### config.mk
export PLATFORM = sky130hd
export DESIGN_NAME = urv_divide_iter_flat
export DESIGN_NICKNAME = d
export VERILOG_FILES = /design/src/rtl/urv_divide_iter_if.sv /design/src/rtl/urv_divide_iter.sv /design/src/flat_wrapper.sv
export SDC_FILE = /design/constraint.sdc
export NUM_CORES = 1
export LEC_CHECK = 0
export BUFFER_PORTS_ARGS = -buffer_cell sky130_fd_sc_hd__buf_4
export CAP_MARGIN = 20
export CORE_MARGIN = 2
export CORE_UTILIZATION = 25
export CTS_CLUSTER_DIAMETER = 150
export DETAILED_ROUTE_END_ITERATION = 10
export PLACE_DENSITY = 0.45
export SLEW_MARGIN = 25
export SYNTH_ARGS = -nofsm -noshare
export SYNTH_HDL_FRONTEND = slang
export SYNTH_SLANG_ARGS = --single-unit
### constraint.sdc
create_clock -name clk_i -period 14 [get_ports clk_i]
set_input_delay 1.4 -clock clk_i [delete_from_list [all_inputs] [get_ports clk_i]]
set_output_delay 1.4 -clock clk_i [all_outputs]
set_load 0.02 [all_outputs]
### src/rtl/urv_divide_iter_if.sv
// Execute-stage handshake and operand bus between pipeline control and the divide unit.
// Member names are kept as seen from the divider, so _i means "into the divider".
interface urv_divide_iter_if #(
  parameter int unsigned WIDTH = 32
);
  logic             x_stall_i;
  logic             x_kill_i;
  logic             x_stall_req_o;
  logic             d_valid_i;
  logic             d_is_divide_i;
  logic [2:0]       d_fun_i;
  logic [WIDTH-1:0] d_rs1_i;
  logic [WIDTH-1:0] d_rs2_i;
  logic [WIDTH-1:0] x_rd_o;

  modport slave (
    input  x_stall_i, x_kill_i, d_valid_i, d_is_divide_i, d_fun_i, d_rs1_i, d_rs2_i,
    output x_stall_req_o, x_rd_o
  );

  modport master (
    output x_stall_i, x_kill_i, d_valid_i, d_is_divide_i, d_fun_i, d_rs1_i, d_rs2_i,
    input  x_stall_req_o, x_rd_o
  );
endinterface

### src/rtl/urv_divide_iter.sv
// Multi-cycle RV32M DIV/DIVU/REM/REMU unit: restoring shift-subtract on operand magnitudes,
// BITS_PER_CYCLE quotient bits per clock, sign fix-up applied in a final cycle.
module urv_divide_iter #(
  parameter int unsigned WIDTH          = 32,
  parameter int unsigned BITS_PER_CYCLE = 1,
  parameter int unsigned EARLY_OUT      = 1
) (
  input logic              clk_i,
  input logic              rst_i,
  urv_divide_iter_if.slave bus
);

  localparam int unsigned ITERS = WIDTH / BITS_PER_CYCLE;
  localparam int unsigned CNT_W = $clog2(ITERS + 1);
  localparam logic [WIDTH-1:0] MOST_NEG = {1'b1, {(WIDTH-1){1'b0}}};

  typedef enum logic [1:0] {IDLE, ITER, FIX, DONE} state_e;

  state_e           state_q, state_d;
  logic [CNT_W-1:0] cnt_q, cnt_d;
  logic [WIDTH-1:0] quot_q, quot_d;
  logic [WIDTH-1:0] rem_q, rem_d;
  logic [WIDTH-1:0] dvsr_q, dvsr_d;
  logic [WIDTH-1:0] rd_q, rd_d;
  logic             neg_quot_q, neg_quot_d;
  logic             neg_rem_q, neg_rem_d;
  logic             rem_sel_q, rem_sel_d;

  logic             start;
  logic             is_signed;
  logic             rs1_neg, rs2_neg;
  logic             div_zero, overflow;
  logic [WIDTH-1:0] abs_rs1, abs_rs2;
  logic [WIDTH-1:0] step_quot, step_rem;
  logic [WIDTH:0]   trial;
  logic [WIDTH-1:0] fix_sel, fix_val;
  logic             unused_fun;

  assign unused_fun = bus.d_fun_i[2];

  assign start = bus.d_valid_i & bus.d_is_divide_i & ~bus.x_kill_i & (state_q == IDLE);

  // Operand decode: magnitudes and the two RISC-V special cases
  always_comb begin
    is_signed = ~bus.d_fun_i[0];
    rs1_neg   = is_signed & bus.d_rs1_i[WIDTH-1];
    rs2_neg   = is_signed & bus.d_rs2_i[WIDTH-1];
    abs_rs1   = rs1_neg ? (~bus.d_rs1_i + WIDTH'(1)) : bus.d_rs1_i;
    abs_rs2   = rs2_neg ? (~bus.d_rs2_i + WIDTH'(1)) : bus.d_rs2_i;
    div_zero  = (bus.d_rs2_i == '0);
    overflow  = is_signed & (bus.d_rs1_i == MOST_NEG) & (&bus.d_rs2_i);
  end

  // BITS_PER_CYCLE restoring stages; trial is the WIDTH+1 bit partial remainder
  always_comb begin
    step_quot = quot_q;
    step_rem  = rem_q;
    trial     = '0;
    for (int unsigned i = 0; i < BITS_PER_CYCLE; i++) begin
      trial = {step_rem, step_quot[WIDTH-1]};
      if (trial >= {1'b0, dvsr_q}) begin
        step_rem  = WIDTH'(trial - {1'b0, dvsr_q});
        step_quot = {step_quot[WIDTH-2:0], 1'b1};
      end else begin
        step_rem  = trial[WIDTH-1:0];
        step_quot = {step_quot[WIDTH-2:0], 1'b0};
      end
    end
  end

  always_comb begin
    fix_sel = rem_sel_q ? rem_q : quot_q;
    fix_val = (rem_sel_q ? neg_rem_q : neg_quot_q) ? (~fix_sel + WIDTH'(1)) : fix_sel;
  end

  // Next-state and datapath update
  always_comb begin
    state_d    = state_q;
    cnt_d      = cnt_q;
    quot_d     = quot_q;
    rem_d      = rem_q;
    dvsr_d     = dvsr_q;
    rd_d       = rd_q;
    neg_quot_d = neg_quot_q;
    neg_rem_d  = neg_rem_q;
    rem_sel_d  = rem_sel_q;
    case (state_q)
      IDLE: begin
        if (start) begin
          dvsr_d     = abs_rs2;
          quot_d     = abs_rs1;
          rem_d      = '0;
          neg_quot_d = rs1_neg ^ rs2_neg;
          neg_rem_d  = rs1_neg;
          rem_sel_d  = bus.d_fun_i[1];
          if (div_zero) begin
            rd_d    = bus.d_fun_i[1] ? bus.d_rs1_i : '1;
            state_d = DONE;
          end else if (overflow) begin
            rd_d    = bus.d_fun_i[1] ? '0 : bus.d_rs1_i;
            state_d = DONE;
          end else if ((EARLY_OUT != 0) && (abs_rs1 < abs_rs2)) begin
            quot_d  = '0;
            rem_d   = abs_rs1;
            state_d = FIX;
          end else begin
            cnt_d   = CNT_W'(ITERS);
            state_d = ITER;
          end
        end
      end
      ITER: begin
        if (bus.x_kill_i) begin
          state_d = IDLE;
        end else begin
          quot_d = step_quot;
          rem_d  = step_rem;
          cnt_d  = cnt_q - CNT_W'(1);
          if (cnt_q == CNT_W'(1)) state_d = FIX;
        end
      end
      FIX: begin
        if (bus.x_kill_i) begin
          state_d = IDLE;
        end else begin
          rd_d    = fix_val;
          state_d = DONE;
        end
      end
      DONE: begin
        // Another stall source may hold the pipeline; keep the result until it lets go
        if (bus.x_kill_i || !bus.x_stall_i) state_d = IDLE;
      end
      default: state_d = IDLE;
    endcase
  end

  always_ff @(posedge clk_i) begin
    if (rst_i) begin
      state_q    <= IDLE;
      cnt_q      <= '0;
      quot_q     <= '0;
      rem_q      <= '0;
      dvsr_q     <= '0;
      rd_q       <= '0;
      neg_quot_q <= 1'b0;
      neg_rem_q  <= 1'b0;
      rem_sel_q  <= 1'b0;
    end else begin
      state_q    <= state_d;
      cnt_q      <= cnt_d;
      quot_q     <= quot_d;
      rem_q      <= rem_d;
      dvsr_q     <= dvsr_d;
      rd_q       <= rd_d;
      neg_quot_q <= neg_quot_d;
      neg_rem_q  <= neg_rem_d;
      rem_sel_q  <= rem_sel_d;
    end
  end

  assign bus.x_stall_req_o = (start | (state_q == ITER) | (state_q == FIX)) & ~bus.x_kill_i;
  assign bus.x_rd_o        = rd_q;

endmodule

### src/flat_wrapper.sv
// flat-port wrapper written by rule: the top's interface ports become plain ports
module urv_divide_iter_flat 
#(
  parameter int unsigned WIDTH          = 32,
  parameter int unsigned BITS_PER_CYCLE = 1,
  parameter int unsigned EARLY_OUT      = 1
)
  (clk_i, rst_i, bus_x_stall_i, bus_x_kill_i, bus_d_valid_i, bus_d_is_divide_i, bus_d_fun_i, bus_d_rs1_i, bus_d_rs2_i, bus_x_stall_req_o, bus_x_rd_o);
  urv_divide_iter_if #(.WIDTH(WIDTH)) bus_i ();
  input logic clk_i;
  input logic rst_i;
  input wire logic [$bits(bus_i.x_stall_i)-1:0] bus_x_stall_i;
  input wire logic [$bits(bus_i.x_kill_i)-1:0] bus_x_kill_i;
  input wire logic [$bits(bus_i.d_valid_i)-1:0] bus_d_valid_i;
  input wire logic [$bits(bus_i.d_is_divide_i)-1:0] bus_d_is_divide_i;
  input wire logic [$bits(bus_i.d_fun_i)-1:0] bus_d_fun_i;
  input wire logic [$bits(bus_i.d_rs1_i)-1:0] bus_d_rs1_i;
  input wire logic [$bits(bus_i.d_rs2_i)-1:0] bus_d_rs2_i;
  output wire logic [$bits(bus_i.x_stall_req_o)-1:0] bus_x_stall_req_o;
  output wire logic [$bits(bus_i.x_rd_o)-1:0] bus_x_rd_o;
  assign bus_i.x_stall_i = bus_x_stall_i;
  assign bus_i.x_kill_i = bus_x_kill_i;
  assign bus_i.d_valid_i = bus_d_valid_i;
  assign bus_i.d_is_divide_i = bus_d_is_divide_i;
  assign bus_i.d_fun_i = bus_d_fun_i;
  assign bus_i.d_rs1_i = bus_d_rs1_i;
  assign bus_i.d_rs2_i = bus_d_rs2_i;
  assign bus_x_stall_req_o = bus_i.x_stall_req_o;
  assign bus_x_rd_o = bus_i.x_rd_o;
  urv_divide_iter #(.WIDTH(WIDTH), .BITS_PER_CYCLE(BITS_PER_CYCLE), .EARLY_OUT(EARLY_OUT)) u_core (.clk_i(clk_i), .rst_i(rst_i), .bus(bus_i));
endmodule
==> results <==
- The power density of the placed cells is 111 mW/mm^2.
- The count of buffers added by post-CTS timing repair for setup is 0.
- At the worst endpoint, the required time is 14.36 ns.
- The worst hold path belongs to the class reg -> reg.
- Overall power consumption after layout is estimated at 1.52 mW.
- The synthesized-area fraction occupied by ao, oa, aoi and oai cells came to 0.260.
- The leakage power is 4.94 nW.
- The floorplan has 79 rows.
- When the netlist entered floorplanning its net count stood at 1739.
- The flow ran to the end, and the final reports show no timing, DRC or antenna violations.
- The count of pins over their slew limit is 0.
- Of the total synthesized cell area, the portion taken by XOR and XNOR cells is 0.0829.
- The internal power contribution is 0.921 mW.
- The start of the worst register-to-register path is u_core.rem_q[14].
- After clock tree synthesis, the repair step resized 0 gates.
- The end of the worst register-to-register path is u_core.rem_q[3].
- The via count is 12200.
- Yosys printed 0 warnings.
- The endpoint of the worst setup timing path is u_core.rem_q[15].
- The root buffer cell is sky130_fd_sc_hd__clkbuf_16.
- The worst-case IR drop observed on VDD is 0.0000891 V.
- Of the synthesized area, sequential elements account for 0.237.
- The critical path class is in -> reg.
- At the end of the flow the core is filled with cells to 0.294.
- The number of setup violations in the final report is 0.
- Once placement finished, the instance area stood at 0.0131 sq mm.
- The floorplan step set the die width to 221 microns.
- STA puts the critical path data arrival time at 7.02 ns.
- The clock latency at the later pin of the worst-skew pair is 0.46 ns.
- The total routing usage reported by global routing is 0.200.
- The worst setup path is launched from an input pin.
- The clock tree skew after final layout is 0.0143 ns.
- In this run the deepest clock path goes through 2 buffers.
- Of the total power, combinational logic draws 0.382.
- Fill cells in the final layout number 5118.
- Counting flops with a built-in enable in the synthesized netlist gives 0.
- Based on the critical path, the design can be clocked at up to 150 MHz.
- The final cell area excluding filler cells is 0.0137 sq mm.
- Setup repair after global routing left no endpoint under its margin.
- The post-cts hold buffer count is 0.
- The depth of the most critical reg-to-reg path is 10.
- The share of total power dissipated in the clock network is 0.322.
- For this design the total switching power over the nets is 0.597 mW.
- The delay of the slowest critical-path stage is 0.78 ns.
- Detailed placement ended at an HPWL of 37.2 mm.
- The number of primary I/O pins is 106.
- CTS built an H-tree with a depth of 4.
- The total overflow left after global routing is 0.
- Averaged over all synthesized cells, the footprint is 7.35 sq um.
- After detailed routing, the average wire length per cell comes to 21.6 microns.
- The gate count of the mapped netlist is 1596.
- The layout overhead on the synthesized area is 16.6%.
- The simple-gate portion of the synthesized area is 0.241.
- Leaving out fill and tap cells, the most frequent cells in the layout are sky130_fd_sc_hd__nor2_1 (214), sky130_fd_sc_hd__dfxtp_1 (138), sky130_fd_sc_hd__buf_4 (130).
- Of the total power, registers draw 0.296.
- The slowest cell on the critical path is sky130_fd_sc_hd__xor2_1.
- The die covers 0.0486 sq mm.
- The TritonCTS clock tree is done.
- The first global-routing pass estimated 72.9 mm of wire.
- The worst-path maximum fanout is 19.
- The mapped netlist covers 0.0117 sq mm.
- The critical path goes through buf_4 -> or4_4 -> or4_1 -> nor3_2 -> and3_1 -> a21oi_1 -> xor2_1 -> ha_1 -> nand2_1 -> nor4_1 -> a221oi_1 -> o211ai_1 -> or3_1 -> nor2_1 -> buf_4 -> a221oi_1 -> a211oi_1.
- Clock-pin slew was measured on the worst setup and hold paths at 0.07 ns.
- The worst path in the final design needs a cycle of 6.66 ns, including I/O delays and setup.
- Before antenna repair, the detailed router went through 7 iterations.
- The actual slew at the worst max-slew pin is 0.966 ns.
- The number of hold violations in the final report is 0.
- The number of buffers created by CTS is 17.
- Measured against its own limit, the worst slew margin works out to 0.354.
- Measured against the total synthesized area, the mux share comes to 0.0444.
- The ratio of cells with drive above 1 in the final layout is 0.126.
- The number of antenna violations at the first check in global routing came to 0.
- The largest net degree at the start of global routing is 74.
- The routability congestion estimate is 0.922.
- The critical path starts at bus_d_rs1_i[4].
- The aggregate negative setup slack is 0 ns.
- The number of sinks driven by the clock tree is 139.
- The fraction of synthesis flops using an asynchronous set or reset pin is 0.
- The count of input and output buffers is 104.
- The most common cell after layout, fill and taps aside is sky130_fd_sc_hd__nor2_1.
- Yosys mapped the design onto 71 distinct sky130hd cell types.
- The first routing iteration left 1156 violations.
- The internal reg-to-reg setup slack is 9.97 ns.
- The via count of the first global-routing pass was 11500.
- Of the total power, the share spent switching nets is 0.393.
- The post-detailed-route via-to-cell ratio is 5.42.
- The region available for standard cell placement spans 0.0465 sq mm.
- The antenna diode instance count is 0.
- The die outline height is 221 microns.
- The wire length after detailed routing is 48.6 mm.
- The worst setup path is captured at a flop.
- The initial utilization of the core area, before any placement, comes to 0.252.
- Dividing the final minimum period by the clock period gives 0.476.
- After the last flow step, the layout net total stands at 1775.
- The count of max-cap constraint violations is 0.
- After synthesis, the largest family of logic cells by area is compound AO/OA/AOI/OAI gates.
- The fraction of the mapped netlist area in adder cells is 0.0753.
- For this run, design rule violations remaining after detail routing come to 0.
- The dominant synthesized flop cell is sky130_fd_sc_hd__dfxtp_1.
- The number of nets with antenna violations after detailed routing is 0.
- The flop and latch count out of synthesis is 139.
cell type report:
class	count	area, sq um	share of cell area
Sequential cell	139	2780	0.204
Clock inverter	14	169	0.0124
Inverter	62	233	0.0170
Multi-Input combinational cell	1282	8310	0.608
Timing Repair Buffer	130	976	0.0714
Clock buffer	18	439	0.0321
Tap cell	607	759	0.0556
sequential cells by signal, summed over array words and instances, names as in the netlist:
name               count
u_core.neg_rem_q       1
u_core.dvsr_q         32
u_core.rem_q          32
u_core.quot_q         32
u_core.cnt_q           6
u_core.state_q         2
u_core.bus.x_rd_o     32
u_core.neg_quot_q      1
u_core.rem_sel_q       1
power groups by stage:
stage	sequential (mW)	combinational, mW	clock [mW]
final	0.449	0.580	0.488
after detailed placement	0.458	0.571	0
after CTS	0.449	0.575	0.494
after floorplan	0.447	0.389	0
after global routing	0.452	0.635	0.507
after global placement	0.457	0.571	0
synthesized netlist by cell type (all sizes together) (6+ instances only):
cell type  instances  share of area
a211oi            74          0.047
a21o              16          0.010
a21oi            112          0.049
a221oi            57          0.043
a311oi             9         0.0078
a31oi             17         0.0091
and2              14         0.0075
and3               8         0.0043
buf               23          0.010
clkbuf            90          0.029
dfxtp            139           0.24
ha                69          0.074
inv               62          0.020
mux2              16          0.015
mux2i             34          0.029
nand2            124          0.040
nand2b            12         0.0064
nand3             19         0.0081
nand3b             7         0.0045
nand4             32          0.018
nor2             218          0.070
nor2b              9         0.0048
nor3             105          0.046
nor3b              8         0.0061
nor4              17          0.010
o211ai            21          0.013
o21a               7         0.0045
o21ai             85          0.036
o21bai             6         0.0038
o31ai             15         0.0096
o41ai              8         0.0060
or3                7         0.0037
or4                8         0.0061
xnor2             54          0.040
xor2              57          0.043
worst min path at each step:
| stage | start | to | slack (ns) | depth (start not counted) |
|---|---|---|---|---|
| finish | u_core.bus.x_rd_o[9] | u_core.bus.x_rd_o[9] | 0.46 | 2 |
| CTS | u_core.bus.x_rd_o[9] | u_core.bus.x_rd_o[9] | 0.46 | 2 |
| detailed placement | u_core.bus.x_rd_o[9] | u_core.bus.x_rd_o[9] | 0.45 | 2 |
| floorplan | u_core.dvsr_q[31] | u_core.dvsr_q[31] | 0.44 | 2 |
| global route | u_core.bus.x_rd_o[7] | u_core.bus.x_rd_o[7] | 0.49 | 2 |
| global placement | u_core.dvsr_q[31] | u_core.dvsr_q[31] | 0.44 | 2 |
per-layer routing:
layer | wire [microns] | up-vias | global-route usage
met3 | 1940 | 51 | 0.0179
met2 | 23400 | 360 | 0.344
met5 | 0 | - | 0
met1 | 22200 | 5870 | 0.266
met4 | 1070 | 0 | 0.0607
li1 | - | 5917 | -
kinds of logic after synthesis:
kind of cell	Yosys count
flip-flops	139
AND/OR/NAND/NOR	597
AO/OA/AOI/OAI	454
multiplexers	50
adder cells (fa/ha/maj)	70
XOR/XNOR	111
buffers and inverters	175
worst max-delay path, delay by kind of cell:
family,cells,cell delay (ns)
AND/OR/NAND/NOR,8,2.96
AO/OA/AOI/OAI,5,0.93
XOR/XNOR,1,0.78
buffers and inverters,2,0.53
adder cells (fa/ha/maj),1,0.39
metrics by stage:
step,std cells,hold WS (ns),setup slack (ns)
floorplan,1596,0.436,8.28
global placement,2220,0.445,6.97
detailed placement,2220,0.454,6.93
CTS,2252,0.464,7.40
global route,2252,0.492,7.00
finish,2252,0.459,7.34
Power figures use the tool's default switching activity.
